$ cat src/rtl/insn_decode_queue.sv
// insn_decode_queue: DEPTH-entry FIFO of pre-decoded vector instructions.
// Ports: clk, rst (async active-low), in_valid/in_ready/insn_in (enqueue),
//   out_valid/out_ready (dequeue), head field outputs, insn_class, count,
//   illegal (one-cycle drop pulse).
// Macro INSN_DECODE_ILLEGAL_DROP_EN drops illegal instructions at enqueue.
module insn_decode_queue #(
    parameter int INSN_WIDTH = 32,
    parameter int DEPTH      = 4
) (
    input  logic                    clk,
    input  logic                    rst,
    input  logic                    in_valid,
    output logic                    in_ready,
    input  logic [INSN_WIDTH-1:0]   insn_in,
    output logic                    out_valid,
    input  logic                    out_ready,
    output logic [6:0]              opcode_mjr,
    output logic [2:0]              opcode_mnr,
    output logic [4:0]              dest,
    output logic [4:0]              src_1,
    output logic [4:0]              src_2,
    output logic [2:0]              width,
    output logic [1:0]              mop,
    output logic                    mew,
    output logic [2:0]              nf,
    output logic [10:0]             vtype_11,
    output logic [9:0]              vtype_10,
    output logic [1:0]              cfg_type,
    output logic                    vm,
    output logic [5:0]              funct6,
    output logic [1:0]              insn_class,
    output logic [$clog2(DEPTH):0]  count,
    output logic                    illegal
);

    localparam int AW = $clog2(DEPTH);
    localparam int CW = AW + 1;
    localparam logic [CW-1:0] FULL = CW'(DEPTH);

    typedef struct packed {
        logic [1:0]  cls;
        logic [31:0] bits;
    } entry_t;

    entry_t        mem [DEPTH];
    logic [AW-1:0] wr_ptr;
    logic [AW-1:0] rd_ptr;
    logic          rdy_en;

    logic [31:0] raw;
    logic [6:0]  op_in;
    logic [2:0]  mnr_in;
    logic        is_v;
    logic        is_ld;
    logic        is_st;
    logic [1:0]  cls_in;
    logic        bad;
    logic        push;
    logic        pop;
    logic        store;

    assign raw    = insn_in[31:0];
    assign op_in  = raw[6:0];
    assign mnr_in = raw[14:12];
    assign is_v   = (op_in == 7'h57);
    assign is_ld  = (op_in == 7'h07);
    assign is_st  = (op_in == 7'h27);

    always_comb begin
        cls_in = 2'd0;
        unique case (1'b1)
            is_v:    cls_in = (mnr_in == 3'd7) ? 2'd3 : 2'd0;
            is_ld:   cls_in = 2'd1;
            is_st:   cls_in = 2'd2;
            default: cls_in = 2'd0;
        endcase
    end

`ifdef INSN_DECODE_ILLEGAL_DROP_EN
    // Loads/stores only allow element widths 8/16/32/64 (0,5,6,7).
    assign bad = !(is_v || is_ld || is_st) ||
                 ((is_ld || is_st) &&
                  !(mnr_in == 3'd0 || mnr_in >= 3'd5));
`else
    assign bad = 1'b0;
`endif

    // rdy_en holds in_ready low through reset and the release edge.
    assign in_ready  = rdy_en && (count < FULL);
    assign out_valid = (count != '0);
    assign push      = in_valid && in_ready;
    assign pop       = out_valid && out_ready;
    assign store     = push && !bad;

    always_ff @(posedge clk) begin
        if (store) mem[wr_ptr] <= '{cls: cls_in, bits: raw};
    end

    always_ff @(posedge clk or negedge rst) begin
        if (!rst) begin
            wr_ptr <= '0;
            rd_ptr <= '0;
            count  <= '0;
            rdy_en <= 1'b0;
        end else begin
            rdy_en <= 1'b1;
            if (store) wr_ptr <= wr_ptr + AW'(1);
            if (pop)   rd_ptr <= rd_ptr + AW'(1);
            case ({store, pop})
                2'b10:   count <= count + CW'(1);
                2'b01:   count <= count - CW'(1);
                default: count <= count;
            endcase
        end
    end

`ifdef INSN_DECODE_ILLEGAL_DROP_EN
    always_ff @(posedge clk or negedge rst) begin
        if (!rst) illegal <= 1'b0;
        else      illegal <= push && bad;
    end
`else
    assign illegal = 1'b0;
`endif

    entry_t      head;
    logic [31:0] h;

    assign head       = mem[rd_ptr];
    assign h          = out_valid ? head.bits : 32'd0;
    assign insn_class = out_valid ? head.cls : 2'd0;

    assign opcode_mjr = h[6:0];
    assign opcode_mnr = h[14:12];
    assign dest       = h[11:7];
    assign src_1      = h[19:15];
    assign src_2      = h[24:20];
    assign width      = h[14:12];
    assign mop        = h[27:26];
    assign mew        = h[28];
    assign nf         = h[31:29];
    assign vtype_11   = h[30:20];
    assign vtype_10   = h[29:20];
    assign cfg_type   = h[31:30];
    assign vm         = h[25];
    assign funct6     = h[31:26];

endmodule

$ cat config.mk
export PLATFORM = sky130hd
export DESIGN_NAME = insn_decode_queue
export DESIGN_NICKNAME = d
export VERILOG_FILES = /design/src/rtl/insn_decode_queue.sv
export SDC_FILE = /design/constraint.sdc
export NUM_CORES = 1
export LEC_CHECK = 0
export ABC_AREA = 1
export BUFFER_PORTS_ARGS = -buffer_cell sky130_fd_sc_hd__buf_4
export CAP_MARGIN = 0
export CORE_ASPECT_RATIO = 0.75
export CORE_MARGIN = 2
export CORE_UTILIZATION = 29
export DETAILED_ROUTE_END_ITERATION = 10
export PLACE_DENSITY_LB_ADDON = 0.05
export SLEW_MARGIN = 10
export SYNTH_ARGS = -nofsm -noshare
export SYNTH_HDL_FRONTEND = slang
export SYNTH_SLANG_ARGS = --single-unit
export TNS_END_PERCENT = 1
$ cat constraint.sdc
create_clock -name clk -period 3.8 [get_ports clk]
set_clock_uncertainty 0.15 [all_clocks]
set_input_delay 0.76 -clock clk [delete_from_list [all_inputs] [get_ports clk]]
set_output_delay 0.76 -clock clk [all_outputs]
set_load 0.01 [all_outputs]
==> flow_summary.json <==
{
  "vias": 4198,
  "antenna_found_initial": 0,
  "io_pins": 108,
  "synth_fa_ha_area_share_pct": 1.26,
  "drc_errors": 0,
  "synth_nets": 684,
  "synth-xor-area-share_pct": 0.401,
  "startpoint_type": "register",
  "place_ws_ns": 1.07,
  "fill_cells": 2269,
  "cap_violations": 0,
  "h-tree-depth": 4,
  "clk_pin_slew_ns": 0.06,
  "syn_inst": 642,
  "synth_top_family_by_area": "simple AND/OR/NAND/NOR gates",
  "timing.slew.headroom_pct": 43.8,
  "slew_viol_final": 0,
  "cp_max_fo": 34,
  "synth_area_sq_mm": 0.00655,
  "cts_buffers": 17,
  "final_common_cell": "nand2_1",
  "hold_slack_ns": 0.366,
  "seq_area_frac_synth_pct": 65.4,
  "hp-class": "reg2reg",
  "antenna_cells": 0,
  "vias_per_cell": 4.09,
  "synth.area.mux_share_pct": 0,
  "syn_to_final_growth_pct": 23.0,
  "grt_max_degree": 71,
  "min_period_over_period_pct": 82.1,
  "worst_slew_pin_slew_ns": 0.841,
  "vdd_drop_max_mv": 0.276,
  "grt-ovfl-total": 0,
  "fmax_ghz": 0.321,
  "hpwl_mm": 8.96,
  "cts_max_path_buffers": 2,
  "p_per_area_mw_per_mm2": 797,
  "min_period_ns": 3.12,
  "hold_viol_final": 0,
  "final_antenna_net_count": 0,
  "cts-root-buf": "clkbuf_16",
  "netlist-cell-type-count": 20,
  "tns_ns": 0,
  "rows": 47,
  "cp-end-kind": "output port",
  "die_h_um": 134,
  "layout-drive-gt1-share_pct": 21.0,
  "synth-compound-area-share_pct": 2.83,
  "cts_resized": 0,
  "die_x_um": 177,
  "cp.required_ns": 2.89,
  "p_leak_uw": 0.00364,
  "core-area_sq_mm": 0.0221,
  "track_usage_pct": 13.7,
  "finalWirelength_mm": 15.4,
  "place.gp.congestion": 0.695,
  "yosys.area_share.simple_pct": 15.1,
  "nets": 762,
  "status": "complete, no violations",
  "crit_arrival_ns": 2.21,
  "critPathKind": "reg2out",
  "synth.avg_cell_area_sq_um": 10.2,
  "cts.sinks": 144,
  "first_pass_iters": 4,
  "die_area_sq_mm": 0.0238,
  "ys_warn_count": 0,
  "grt_pass1_wl_mm": 23.9,
  "worst_slack_ns": 0.680,
  "rsz0062_at_grt": "no",
  "grt_pass1_vias": 4054,
  "initial_core_util_pct": 29.6,
  "clk_latency_ns": 0.42,
  "drtIter0Drc": 196,
  "synth_seq_cells": 144,
  "mostFrequentLayoutCells": "nand2_1 (152), inv_1 (151), edfxtp_1 (136), buf_4 (115), nand3_1 (73)",
  "cts_tree": "built",
  "setup_viol": 0,
  "routedWlPerCell_um": 15.0,
  "portBuffers": 106
}
Yosys cell counts (all sizes together):
master    n  area, sq um
a21oi    35          175
nand3b    1         7.51
o21ai     2         10.0
xnor2     2         17.5
edfxtp  136         4080
ha        5         62.6
nand4     1         6.26
fa        1         20.0
nand3    73          365
buf      53          373
xor2      1         8.76
dfrtp     8          200
inv     155          582
conb      2         7.51
nand2   152          571
clkbuf    5         18.8
nor2     10         37.5
report_power, final:
group | switching [uW] | internal, uW
clock | 632 | 1090
sequential | 53.1 | 1910
combinational | 1630 | 1110
total | 2310 | 4100
logic make-up after synthesis:
kind of cell	count (synthesis)
and+or+nand+nor	237
buffers and inverters	213
DFF	144
AOI/OAI and AO/OA	37
adders and majority gates	6
xor gates and xnor gates	3
other	2
worst paths after layout:
| check | from | endpoint | slack, ns | cells past startpoint |
|---|---|---|---|---|
| max in group asynchronous | rst | rd_ptr[0] | 2.80 | 2 |
| worst max-delay path | rd_ptr[1] | nf[1] | 0.68 | 4 |
| worst max register to register | count[2] | mem[1][33] | 1.48 | 4 |
| min in group asynchronous | rst | count[0] | 0.55 | 2 |
| worst min-delay path | count[0] | count[0] | 0.37 | 1 |
| worst min register to register | count[0] | count[0] | 0.37 | 1 |
per-layer routing:
metal  vias up  wire length [um]  global-route usage, %
met4         0               203                   4.64
met2        71              7310                   21.6
met1      1977              7390                   18.6
met3        15               524                   3.12
li1       2135                 -                      -
met5         -                 0                      0
flip-flops by register name, summed over array words and instances (netlist names):
signal,count
mem,136
count,3
rd_ptr,2
wr_ptr,2
rdy_en,1
area by class of cell:
cell class | count | area, sq um | share of cell area, %
Tap cell | 294 | 368 | 4.57
Clock inverter | 13 | 169 | 2.10
Multi-Input combinational cell | 285 | 1320 | 16.4
Sequential cell | 144 | 4290 | 53.2
Inverter | 155 | 582 | 7.23
Clock buffer | 19 | 433 | 5.38
Timing Repair Buffer | 117 | 893 | 11.1
timing repair:
| item | CTS | global route |
|---|---|---|
| hold buffers | 1 | 0 |
| setup buffers | 0 | 0 |
| hold endpoints to repair | 8 | 0 |
critical path, cell delays in order, from the launching register on:
cell	delay, ns
dfrtp_2	0.40
inv_2	0.61
nand3_1	0.18
a21oi_1	0.38
buf_4	0.20
stage by stage:
step	instance area, sq um	util (%)	cells	power, uW
after floorplan	6550	-	642	3810
after global placement	7440	33.6	994	4780
after detailed placement	7440	33.6	994	4790
after CTS	8050	36.4	1027	6540
after global routing	8050	36.4	1027	6860
final	8050	36.4	1027	6420
(Power assumes the default switching activity.)
